<file path="src/rtl/audio_gain_ramp_if.sv">
// ============================================================================
// Module   : audio_gain_ramp_if
// Brief    : Sample, control and status bundle for the stereo gain ramp stage
// Revision : 1.0  initial release
// ============================================================================
`default_nettype none

interface audio_gain_ramp_if;
    logic        sample_ce;
    logic [15:0] input_l;
    logic [15:0] input_r;
    logic [8:0]  gain;
    logic        mute;
    logic        peak_clr;
    logic [15:0] output_l;
    logic [15:0] output_r;
    logic        out_ce;
    logic [8:0]  gain_cur;
    logic        mute_done;
    logic [14:0] peak_l;
    logic [14:0] peak_r;
    logic        overrun;

    modport master (
        output sample_ce, input_l, input_r, gain, mute, peak_clr,
        input  output_l, output_r, out_ce, gain_cur, mute_done,
               peak_l, peak_r, overrun
    );

    modport slave (
        input  sample_ce, input_l, input_r, gain, mute, peak_clr,
        output output_l, output_r, out_ce, gain_cur, mute_done,
               peak_l, peak_r, overrun
    );
endinterface

`default_nettype wire

</file>
<file path="src/rtl/audio_gain_ramp.sv">
// ============================================================================
// Module   : audio_gain_ramp
// Brief    : Stereo gain stage with zipper-free linear ramp, peak meters, overrun
// Revision : 1.0  initial release
// ============================================================================
`default_nettype none

module audio_gain_ramp #(
    parameter int RAMP_DIV  = 16,
    parameter int INIT_GAIN = 0
) (
    input  logic              clk,
    input  logic              reset,
    audio_gain_ramp_if.slave  bus
);

    typedef enum logic [1:0] {
        IDLE  = 2'd0,
        MUL_L = 2'd1,
        MUL_R = 2'd2,
        DONE  = 2'd3
    } state_t;

    localparam logic [8:0]  c_init_gain = 9'(INIT_GAIN);
    localparam logic [8:0]  c_unity     = 9'd256;
    localparam logic [15:0] c_div_last  = 16'(RAMP_DIV - 1);

    state_t r_state, w_state_nxt;

    logic [15:0] r_in_l, r_in_r, r_res_l;
    logic [8:0]  r_gain_hold, r_gain_cur;
    logic [15:0] r_output_l, r_output_r;
    logic        r_out_ce, r_overrun;
    logic [15:0] r_div;
    logic [14:0] r_peak_l, r_peak_r;

    logic signed [25:0] w_op_a, w_op_b, w_prod;
    logic [15:0]        w_mul_in, w_res;
    logic [8:0]         w_tgt;
    logic [14:0]        w_mag_l, w_mag_r;
    logic               w_writeback;

    function automatic logic [14:0] f_mag(input logic [15:0] v);
        if (v == 16'h8000)
            return 15'h7FFF;
        else if (v[15])
            return 15'(-v);
        else
            return v[14:0];
    endfunction

    // One multiplier shared by both channels; the operand follows the state.
    assign w_mul_in = (r_state == MUL_R) ? r_in_r : r_in_l;
    assign w_op_a   = {{10{w_mul_in[15]}}, w_mul_in};
    assign w_op_b   = {17'd0, r_gain_hold};
    assign w_prod   = w_op_a * w_op_b;
    assign w_res    = 16'(w_prod >>> 8);

    assign w_tgt = bus.mute ? 9'd0 : ((bus.gain > c_unity) ? c_unity : bus.gain);

    // Results are registered on the edge into DONE so they are visible during DONE.
    assign w_writeback = (r_state == MUL_R);

    assign w_mag_l = (r_state == DONE) ? f_mag(r_output_l) : f_mag(r_res_l);
    assign w_mag_r = (r_state == DONE) ? f_mag(r_output_r) : f_mag(w_res);

    always_comb begin
        w_state_nxt = r_state;
        case (r_state)
            IDLE:    if (bus.sample_ce) w_state_nxt = MUL_L;
            MUL_L:   w_state_nxt = MUL_R;
            MUL_R:   w_state_nxt = DONE;
            DONE:    w_state_nxt = IDLE;
            default: w_state_nxt = IDLE;
        endcase
    end

    always_ff @(posedge clk or posedge reset) begin
        if (reset) begin
            r_state     <= IDLE;
            r_in_l      <= '0;
            r_in_r      <= '0;
            r_res_l     <= '0;
            r_gain_hold <= '0;
            r_gain_cur  <= c_init_gain;
            r_output_l  <= '0;
            r_output_r  <= '0;
            r_out_ce    <= 1'b0;
            r_overrun   <= 1'b0;
            r_div       <= '0;
            r_peak_l    <= '0;
            r_peak_r    <= '0;
        end else begin
            r_state  <= w_state_nxt;
            r_out_ce <= w_writeback;

            if (r_state == IDLE && bus.sample_ce) begin
                r_in_l      <= bus.input_l;
                r_in_r      <= bus.input_r;
                r_gain_hold <= r_gain_cur;
            end
            if (r_state != IDLE && bus.sample_ce)
                r_overrun <= 1'b1;

            if (r_state == MUL_L)
                r_res_l <= w_res;

            if (w_writeback) begin
                r_output_l <= r_res_l;
                r_output_r <= w_res;
                if (r_div == c_div_last) begin
                    r_div <= '0;
                    if (r_gain_cur < w_tgt)
                        r_gain_cur <= r_gain_cur + 9'd1;
                    else if (r_gain_cur > w_tgt)
                        r_gain_cur <= r_gain_cur - 9'd1;
                end else begin
                    r_div <= r_div + 16'd1;
                end
            end

            // A clear around the write-back leaves only the current sample in the meters.
            if (bus.peak_clr) begin
                r_peak_l <= (w_writeback || r_state == DONE) ? w_mag_l : 15'd0;
                r_peak_r <= (w_writeback || r_state == DONE) ? w_mag_r : 15'd0;
            end else if (w_writeback) begin
                if (w_mag_l > r_peak_l) r_peak_l <= w_mag_l;
                if (w_mag_r > r_peak_r) r_peak_r <= w_mag_r;
            end
        end
    end

    assign bus.output_l  = r_output_l;
    assign bus.output_r  = r_output_r;
    assign bus.out_ce    = r_out_ce;
    assign bus.gain_cur  = r_gain_cur;
    assign bus.mute_done = bus.mute && (r_gain_cur == 9'd0);
    assign bus.peak_l    = r_peak_l;
    assign bus.peak_r    = r_peak_r;
    assign bus.overrun   = r_overrun;

endmodule

`default_nettype wire

</file>
<file path="src/flat_wrapper.sv">
// flat-port wrapper written by rule: the top's interface ports become plain ports
module audio_gain_ramp_flat 
#(
    parameter int RAMP_DIV  = 16,
    parameter int INIT_GAIN = 0
)
  (clk, reset, bus_sample_ce, bus_input_l, bus_input_r, bus_gain, bus_mute, bus_peak_clr, bus_output_l, bus_output_r, bus_out_ce, bus_gain_cur, bus_mute_done, bus_peak_l, bus_peak_r, bus_overrun);
  audio_gain_ramp_if bus_i ();
  input  logic clk;
  input  logic reset;
  input wire logic [$bits(bus_i.sample_ce)-1:0] bus_sample_ce;
  input wire logic [$bits(bus_i.input_l)-1:0] bus_input_l;
  input wire logic [$bits(bus_i.input_r)-1:0] bus_input_r;
  input wire logic [$bits(bus_i.gain)-1:0] bus_gain;
  input wire logic [$bits(bus_i.mute)-1:0] bus_mute;
  input wire logic [$bits(bus_i.peak_clr)-1:0] bus_peak_clr;
  output wire logic [$bits(bus_i.output_l)-1:0] bus_output_l;
  output wire logic [$bits(bus_i.output_r)-1:0] bus_output_r;
  output wire logic [$bits(bus_i.out_ce)-1:0] bus_out_ce;
  output wire logic [$bits(bus_i.gain_cur)-1:0] bus_gain_cur;
  output wire logic [$bits(bus_i.mute_done)-1:0] bus_mute_done;
  output wire logic [$bits(bus_i.peak_l)-1:0] bus_peak_l;
  output wire logic [$bits(bus_i.peak_r)-1:0] bus_peak_r;
  output wire logic [$bits(bus_i.overrun)-1:0] bus_overrun;
  assign bus_i.sample_ce = bus_sample_ce;
  assign bus_i.input_l = bus_input_l;
  assign bus_i.input_r = bus_input_r;
  assign bus_i.gain = bus_gain;
  assign bus_i.mute = bus_mute;
  assign bus_i.peak_clr = bus_peak_clr;
  assign bus_output_l = bus_i.output_l;
  assign bus_output_r = bus_i.output_r;
  assign bus_out_ce = bus_i.out_ce;
  assign bus_gain_cur = bus_i.gain_cur;
  assign bus_mute_done = bus_i.mute_done;
  assign bus_peak_l = bus_i.peak_l;
  assign bus_peak_r = bus_i.peak_r;
  assign bus_overrun = bus_i.overrun;
  audio_gain_ramp #(.RAMP_DIV(RAMP_DIV), .INIT_GAIN(INIT_GAIN)) u_core (.clk(clk), .reset(reset), .bus(bus_i));
endmodule
</file>
<file path="config.mk">
export PLATFORM = sky130hd
export DESIGN_NAME = audio_gain_ramp_flat
export DESIGN_NICKNAME = d
export VERILOG_FILES = /design/src/rtl/audio_gain_ramp_if.sv /design/src/rtl/audio_gain_ramp.sv /design/src/flat_wrapper.sv
export SDC_FILE = /design/constraint.sdc
export NUM_CORES = 1
export LEC_CHECK = 0
export BUFFER_PORTS_ARGS = -buffer_cell sky130_fd_sc_hd__buf_2
export CORE_MARGIN = 3
export CORE_UTILIZATION = 56
export CTS_CLUSTER_SIZE = 40
export DETAILED_ROUTE_END_ITERATION = 12
export PLACE_DENSITY = 0.78
export SKIP_LAST_GASP = 1
export SLEW_MARGIN = 20
export SYNTH_ARGS = -nofsm -noshare
export SYNTH_HDL_FRONTEND = slang
export SYNTH_SLANG_ARGS = --single-unit
</file>
<file path="constraint.sdc">
create_clock -name clk -period 10.7 [get_ports clk]
set_input_delay 1.605 -clock clk [delete_from_list [all_inputs] [get_ports clk]]
set_output_delay 1.605 -clock clk [all_outputs]
set_load 0.01 [all_outputs]
</file>
==> flow_metrics.py, run 1 <==
metrics = {
    "status": {
        "status": "finished, final reports clean",
    },
    "global_routing": {
        "grt_pass1_vias": 11341,
        "grt-ovfl-total": 0,
        "antenna_found_initial": 1,
        "grt_usage": 0.261,
        "grt_pass1_wl_um": 57300,
        "grt_max_degree": 84,
    },
    "sta": {
        "worst_pin_slew_ns": 1.08,
        "drv_slew": 0,
        "period_needed_ns": 9.94,
        "grt_setup_unrepaired": "no",
        "slew_headroom": 0.281,
        "setup_viol": 0,
        "hold_viol": 0,
        "max_freq_ghz": 0.101,
        "finalCritPeriodShare": 0.929,
        "fin_setup_tns_ns": 0,
        "skew_ns": 0.0176,
    },
    "floorplan": {
        "design.portCount": 120,
        "initial_core_util": 0.575,
        "die_y_um": 165,
        "core_area_um2": 24600,
        "dieArea_um2": 27200,
        "fp-row-count": 57,
        "die_x_um": 165,
    },
    "synthesis": {
        "synth_edf_count": 0,
        "ys_seq_area_frac": 0.262,
        "netlist_instances": 1479,
        "synth_area_um2": 14200,
        "synthDistinctLibCells": 73,
        "syn_area_per_cell_um2": 9.57,
        "synth_top_area_frac": 0.262,
        "synth_ff_type": "dfrtp_1",
        "ys_warn_count": 0,
        "yosys_register_bits": 148,
        "yosysTopAreaCell": "dfrtp_1",
        "synthArstFlopShare": 1.00,
        "syn-num-nets": 1745,
        "synth_area_leaders": "dfrtp_1, fa_1, ha_1",
    },
    "critical_path": {
        "required_ns": 11.02,
        "reg2reg_depth": 36,
        "start_kind": "register",
        "critPathSlowestCell": "or4_1",
        "crit_type": "reg2reg",
        "r2r-end": "u_core.bus.peak_r[13]",
        "cp-endpoint": "u_core.bus.peak_r[13]",
        "crit_start": "u_core.r_state[0]",
        "max_stage_delay_ns": 0.63,
        "r2r_setup_slack_ns": 0.76,
        "critPathMaxFanout": 24,
        "end_kind": "register",
        "r2r_start": "u_core.r_state[0]",
        "critical_path_arrival_ns": 10.26,
    },
    "route": {
        "route.detailed.drc": 0,
        "vias_per_cell": 5.78,
        "num_vias": 11067,
        "antenna_left": 0,
        "wirelength_um": 34200,
        "drt-wirelength-per-cell_um": 17.8,
        "drt_pass1_iterations": 7,
        "drt-initial-drc-count": 807,
    },
    "clock_network": {
        "cts.sinks": 148,
        "cts_resized": 0,
        "cts_max_level": 4,
        "post_cts_buffers": 0,
        "clock_latency_ns": 0.44,
        "cts_tree": "yes",
        "numCtsBuffers": 17,
        "cts_hold_buf": 0,
        "cts-root-buf": "clkbuf_16",
        "clk_pin_slew_worst_paths_ns": 0.07,
        "clock_path_buffers": 2,
    },
    "finish": {
        "final_common_cell": "inv_1",
        "fillers": 2012,
        "nNetsFinal": 1843,
        "multi_input_area_um2": 9610,
        "drive_above_1_share": 0.187,
        "fin_util": 0.638,
        "seqCellArea_um2": 3700,
        "mostFrequentLayoutCells": "inv_1, nand2_1, dfrtp_1, buf_2, fa_1",
        "area_growth_pct": 10.9,
    },
    "placed_design": {
        "portBuffers": 119,
        "routabilityCongestion": 0.937,
        "place_hpwl_um": 26300,
    },
    "flow_run": {
        "maxCapViolCount": 0,
    },
    "worst_hold_path": {
        "holdCritStartpoint": "u_core.bus.overrun",
        "hp-class": "reg2reg",
    },
}
## cell families (layout without fill, tap and decap cells)
| group | count (synthesis) | after routing | share of synthesized area |
|---|---|---|---|
| AND/OR/NAND/NOR | 437 | 437 | 0.158 |
| adder cells (fa/ha/maj) | 220 | 220 | 0.255 |
| other | 0 | 1 | 0 |
| multiplexers | 123 | 123 | 0.0962 |
| buffers and inverters | 238 | 349 | 0.0638 |
| AO/OA/AOI/OAI | 234 | 234 | 0.116 |
| flip-flops | 148 | 148 | 0.262 |
| XOR/XNOR | 79 | 79 | 0.0489 |
## per-layer routing
layer	up-vias	GRT usage	share of wire
met3	73	0.0449	0.052
met4	0	0.0827	0.029
met1	5435	0.349	0.44
met2	353	0.432	0.48
li1	5206	-	-
met5	-	0	0
## per-stage QoR
stage	cell area (um2)	hold WS, ns	setup WS (ns)	instances
final	15700	0.467	0.762	1915
after CTS	15700	0.480	0.506	1914
after global placement	15100	0.438	0.710	1882
after global routing	15700	0.495	0.0444	1914
after floorplan	14200	0.433	1.06	1479
after detailed placement	15100	0.450	0.513	1882
## area by class of cell
type / instances / share of cell area
diodes: 1 / 0.000159
clock buffers: 17 / 0.0271
clock inverters: 15 / 0.0107
inverters: 186 / 0.0448
multi-input cells: 1093 / 0.612
flip-flops and latches: 148 / 0.236
well taps: 324 / 0.0258
repair buffers: 131 / 0.0437
## synthesized netlist by cell type (12+ instances only)
cell type,n
inv_1,186
and2_1,74
nor2b_1,19
nor3_1,18
or3_1,17
nand2_1,159
ha_1,105
nand2b_1,12
o21ai_0,45
dfrtp_1,148
o211ai_1,12
mux2i_1,21
mux2_2,100
o31ai_1,13
a21oi_1,48
nor2_1,52
xor2_1,45
xnor2_1,34
nand4_1,17
clkbuf_1,45
fa_1,115
nand3_1,21
o21a_1,21
## flip-flops by register name (all words and copies together), names as in the netlist
signal               cells
u_core.bus.peak_r       15
u_core.bus.output_r     16
u_core.r_gain_hold       9
u_core.r_in_l           16
u_core.bus.peak_l       15
u_core.r_state           2
u_core.r_div            16
u_core.bus.out_ce        1
u_core.bus.overrun       1
u_core.bus.gain_cur      9
u_core.r_res_l          16
u_core.bus.output_l     16
u_core.r_in_r           16
## worst min-delay path by stage
stage	to	depth (start not counted)
after global placement	u_core.bus.overrun	1
after CTS	u_core.bus.overrun	1
after floorplan	u_core.r_div[15]	1
final	u_core.bus.overrun	1
after global routing	u_core.bus.overrun	1
after detailed placement	u_core.bus.overrun	1
## worst max-delay path, delay by kind of cell (launching register included)
family | cells | cell delay [ns]
AO/OA/AOI/OAI | 12 | 2.98
XOR/XNOR | 1 | 0.27
adder cells (fa/ha/maj) | 8 | 3.55
buffers and inverters | 7 | 0.76
flip-flops | 1 | 0.41
multiplexers | 1 | 0.47
AND/OR/NAND/NOR | 7 | 1.36
Power of run 1 is left out: the tool's default activity adds up to more than one toggle a clock period on the data nets, which glitch-free logic cannot reach.
==> inputs of run 2 (changes only) <==
- PLACE_DENSITY: 0.78 -> 0.75
==> run 2 against run 1 <==
Net effect: via count up 1.0%; non-clock buffer count up 1; cell area increased by 0.28%; die area unchanged; critical path type unchanged.
==> flow_metrics.py, run 2 (synthesis gave the netlist of run 1 again) <==
metrics = {
    "clock_network": {
        "numCtsBuffers": 17,
        "cts.sinks": 148,
        "clk_pin_slew_worst_paths_ns": 0.07,
        "clock_latency_ns": 0.42,
        "cts_tree": "yes",
        "cts-root-buf": "clkbuf_16",
        "cts_max_level": 4,
        "cts_hold_buf": 0,
        "clock_path_buffers": 2,
    },
    "critical_path": {
        "max_stage_delay_ns": 0.56,
        "crit_top_cell": "fa_1",
        "reg2reg_depth": 34,
        "cp-endpoint": "u_core.bus.peak_r[13]",
        "crit_cells": 34,
        "crit_buf_inv": 5,
        "r2r-end": "u_core.bus.peak_r[13]",
        "required_ns": 11.01,
        "critical_path_arrival_ns": 10.29,
        "r2r_start": "u_core.r_state[0]",
        "cpLargestDelayFamily": "adder cells",
        "critPathMaxFanout": 22,
        "r2r_setup_slack_ns": 0.73,
        "crit_type": "reg2reg",
        "critPathSlowestCell": "fa_1",
        "start_kind": "register",
        "end_kind": "register",
        "crit_start": "u_core.r_state[0]",
    },
    "sta": {
        "worst_pin_slew_ns": 1.11,
        "slew_headroom": 0.255,
        "setup_viol": 0,
        "grt_setup_unrepaired": "no",
        "skew_ns": 0.0127,
        "period_needed_ns": 9.97,
        "max_freq_ghz": 0.100,
        "finalCritPeriodShare": 0.932,
        "fin_setup_tns_ns": 0,
        "hold_viol": 0,
        "drv_slew": 0,
    },
    "floorplan": {
        "core_area_um2": 24600,
        "fp-row-count": 57,
        "design.portCount": 120,
        "dieArea_um2": 27200,
        "die_y_um": 165,
        "initial_core_util": 0.575,
        "die_x_um": 165,
    },
    "global_routing": {
        "grt-ovfl-total": 0,
        "antenna_found_initial": 0,
        "grt_pass1_vias": 11243,
        "grt_pass1_wl_um": 57400,
        "grt_max_degree": 80,
        "grt_usage": 0.263,
    },
    "route": {
        "drt-wirelength-per-cell_um": 18.1,
        "wirelength_um": 34700,
        "drt_pass1_iterations": 6,
        "num_vias": 11179,
        "antenna_left": 0,
        "route.detailed.drc": 0,
        "drt-initial-drc-count": 940,
        "vias_per_cell": 5.84,
    },
    "placed_design": {
        "portBuffers": 119,
        "place_area_um2": 15100,
        "place_hpwl_um": 26600,
        "routabilityCongestion": 0.939,
        "dp_cells": 1882,
    },
    "finish": {
        "mostFrequentLayoutCells": "inv_1, nand2_1, dfrtp_1, buf_2, fa_1",
        "fin_util": 0.640,
        "nNetsFinal": 1844,
        "drive_above_1_share": 0.187,
        "finalNonFillerCells": 1915,
        "fillers": 2021,
        "area_growth_pct": 11.2,
        "final_area_um2": 15700,
        "final_common_cell": "inv_1",
        "antenna_cells": 0,
    },
    "worst_hold_path": {
        "hp-class": "reg2reg",
    },
    "flow_run": {
        "maxCapViolCount": 0,
    },
    "status": {
        "status": "finished, final reports clean",
    },
}
[run 2: stage by stage]
step	setup WS, ns	hold WS [ns]
3_3_place_gp	0.436	0.448
4_1_cts	0.394	0.462
6_report	0.728	0.461
5_1_grt	0.0930	0.483
2_1_floorplan	1.06	0.433
3_5_place_dp	0.415	0.449
[run 2: what timing repair did]
| action | in CTS | in global routing |
|---|---|---|
| endpoints found under the hold margin | 0 | 0 |
| gates resized for setup | 0 | 5 |
| setup buffers | 0 | 0 |
| endpoints found under the setup margin | 0 | 14 |
[run 2: area by class of cell]
cell class              count  area (um2)  area share
clock inverters            14         176      0.0112
flip-flops and latches    148        3700       0.235
well taps                 324         405      0.0257
clock buffers              18         439      0.0279
repair buffers            132         713      0.0453
inverters                 186         703      0.0446
multi-input cells        1093        9610       0.610
[run 2: per-layer routing]
metal / up-vias / wire, um / global-route usage
met5: - / 0 / 0
met4: 0 / 794 / 0.0782
met3: 59 / 1900 / 0.0374
met2: 404 / 17000 / 0.446
met1: 5519 / 15000 / 0.352
li1: 5197 / - / -
[run 2: how the worst min path moves through the flow]
stage                       endpoint  cells past startpoint        startpoint  slack, ns
finish              u_core.r_div[15]                      1  u_core.r_div[15]       0.46
global placement    u_core.r_div[15]                      1  u_core.r_div[15]       0.45
CTS                 u_core.r_div[15]                      1  u_core.r_div[15]       0.46
global route        u_core.r_div[15]                      1  u_core.r_div[15]       0.48
floorplan           u_core.r_div[15]                      1  u_core.r_div[15]       0.43
detailed placement  u_core.r_div[15]                      1  u_core.r_div[15]       0.45
[run 2: worst register-to-register path, delay by kind of cell, from the launching register on]
family                     cells  cell delay [ns]
adders and majority gates      8             3.73
AOI/OAI and AO/OA             11             2.53
and+or+nand+nor                9             2.01
buffers and inverters          5             0.69
muxes                          1             0.48
DFF                            1             0.42
Power of run 2 is left out for the same reason.
==> inputs of run 3 (changes only) <==
- RECOVER_POWER: not set -> 25
==> run 3 against run 2 <==
Net effect: non-clock buffer count unchanged; sequential cell count did not move; first-iteration DRC count grew 4.1%; global-route usage unchanged; largest cell class unchanged; count of clock-buffer cells in the layout did not move; setup slack lost 0.0016 ns; the flow now finishes with violations (capacitance limit, slew limit); via count shrank 0.25%; final cell count did not move; sequential share of layout area hardly changed; critical path type unchanged; register-to-register slack is essentially flat; worst hold slack lost 0.0016 ns; maximum frequency barely moved.
==> flow_metrics.py, run 3 (synthesis gave the netlist of run 1 again) <==
metrics = {
    "status": {
        "status": "finished with violations",
        "violations": "capacitance limit, slew limit",
    },
    "route": {
        "drt-wirelength-per-cell_um": 18.1,
        "num_vias": 11151,
        "route.detailed.drc": 0,
        "drt_pass1_iterations": 5,
        "drt-initial-drc-count": 979,
        "wirelength_um": 34700,
        "antenna_left": 0,
        "vias_per_cell": 5.82,
    },
    "sta": {
        "skew_ns": 0.0127,
        "slew_headroom": -0.967,
        "drv_slew": 116,
        "period_needed_ns": 9.97,
        "max_freq_ghz": 0.100,
        "finalCritPeriodShare": 0.932,
        "hold_viol": 0,
        "fin_setup_tns_ns": 0,
        "setup_viol": 0,
        "grt_setup_unrepaired": "no",
        "worst_pin_slew_ns": 2.93,
    },
    "floorplan": {
        "die_x_um": 165,
        "design.portCount": 120,
        "dieArea_um2": 27200,
        "core_area_um2": 24600,
        "die_y_um": 165,
        "fp-row-count": 57,
        "initial_core_util": 0.575,
    },
    "critical_path": {
        "end_kind": "register",
        "max_stage_delay_ns": 0.57,
        "crit_buf_inv": 5,
        "crit_start": "u_core.r_state[0]",
        "required_ns": 11.01,
        "critical_path_arrival_ns": 10.29,
        "r2r_start": "u_core.r_state[0]",
        "crit_type": "reg2reg",
        "start_kind": "register",
        "critPathSlowestCell": "fa_1",
        "cpLargestDelayFamily": "adder cells",
        "crit_top_cell": "fa_1",
        "critPathMaxFanout": 22,
    },
    "clock_network": {
        "cts.sinks": 148,
        "cts_tree": "yes",
        "clock_latency_ns": 0.43,
        "cts_max_level": 4,
        "clock_path_buffers": 2,
        "numCtsBuffers": 17,
        "post_cts_buffers": 0,
        "clk_pin_slew_worst_paths_ns": 0.07,
        "cts-root-buf": "clkbuf_16",
    },
    "finish": {
        "mostFrequentLayoutCells": "inv_1, nand2_1, dfrtp_1, buf_2, fa_1",
        "nNetsFinal": 1844,
        "seqCellArea_um2": 3700,
        "multi_input_area_um2": 9610,
        "antenna_cells": 0,
        "fillers": 2025,
        "final_common_cell": "inv_1",
        "drive_above_1_share": 0.185,
        "area_growth_pct": 11.2,
    },
    "placed_design": {
        "portBuffers": 119,
        "routabilityCongestion": 0.939,
        "place_hpwl_um": 26600,
    },
    "global_routing": {
        "grt_usage": 0.263,
        "grt_max_degree": 80,
        "antenna_found_initial": 0,
        "grt_pass1_wl_um": 57400,
        "grt-ovfl-total": 0,
        "grt_pass1_vias": 11243,
    },
    "worst_hold_path": {
        "holdCritStartpoint": "u_core.r_div[15]",
        "hp-class": "reg2reg",
    },
    "flow_run": {
        "maxCapViolCount": 2,
    },
}
run 3: per-layer routing:
metal,vias up,global-route usage,wire (um)
met5,-,0,0
met4,0,0.0782,830
met3,64,0.0374,1790
met2,385,0.446,16900
met1,5499,0.352,15200
li1,5203,-,-
run 3: final cells by class:
class,count,area share
inverters,186,0.0444
clock inverters,14,0.0112
flip-flops and latches,148,0.235
multi-input cells,1093,0.610
clock buffers,18,0.0279
repair buffers,132,0.0450
well taps,324,0.0258
run 3: final timing paths:
check / end / slack [ns] / depth (start not counted)
hold / removal: u_core.r_div[15] / 0.46 / 1
hold reg to reg: u_core.r_div[15] / 0.46 / 1
min in group asynchronous: u_core.r_div[10] / 2.00 / 2
setup / recovery: u_core.bus.peak_r[4] / 0.73 / 34
setup reg to reg: u_core.bus.peak_r[4] / 0.73 / 34
max in group asynchronous: u_core.bus.peak_r[8] / 7.02 / 4
run 3: timing repair:
item                       in CTS  in global routing
setup endpoints to repair       0                 14
resized for setup               0                  5
hold buffers                    0                  0
hold endpoints to repair        0                  0
run 3: stage by stage:
step	hold slack [ns]	utilization	cell area, um2	setup slack [ns]	instances
4_1_cts	0.462	0.638	15700	0.394	1914
3_3_place_gp	0.448	0.612	15100	0.436	1882
5_1_grt	0.483	0.640	15700	0.0676	1915
3_5_place_dp	0.449	0.613	15100	0.415	1882
6_report	0.459	0.640	15700	0.727	1915
2_1_floorplan	0.433	-	14200	1.06	1479
Power of run 3 is left out for the same reason.
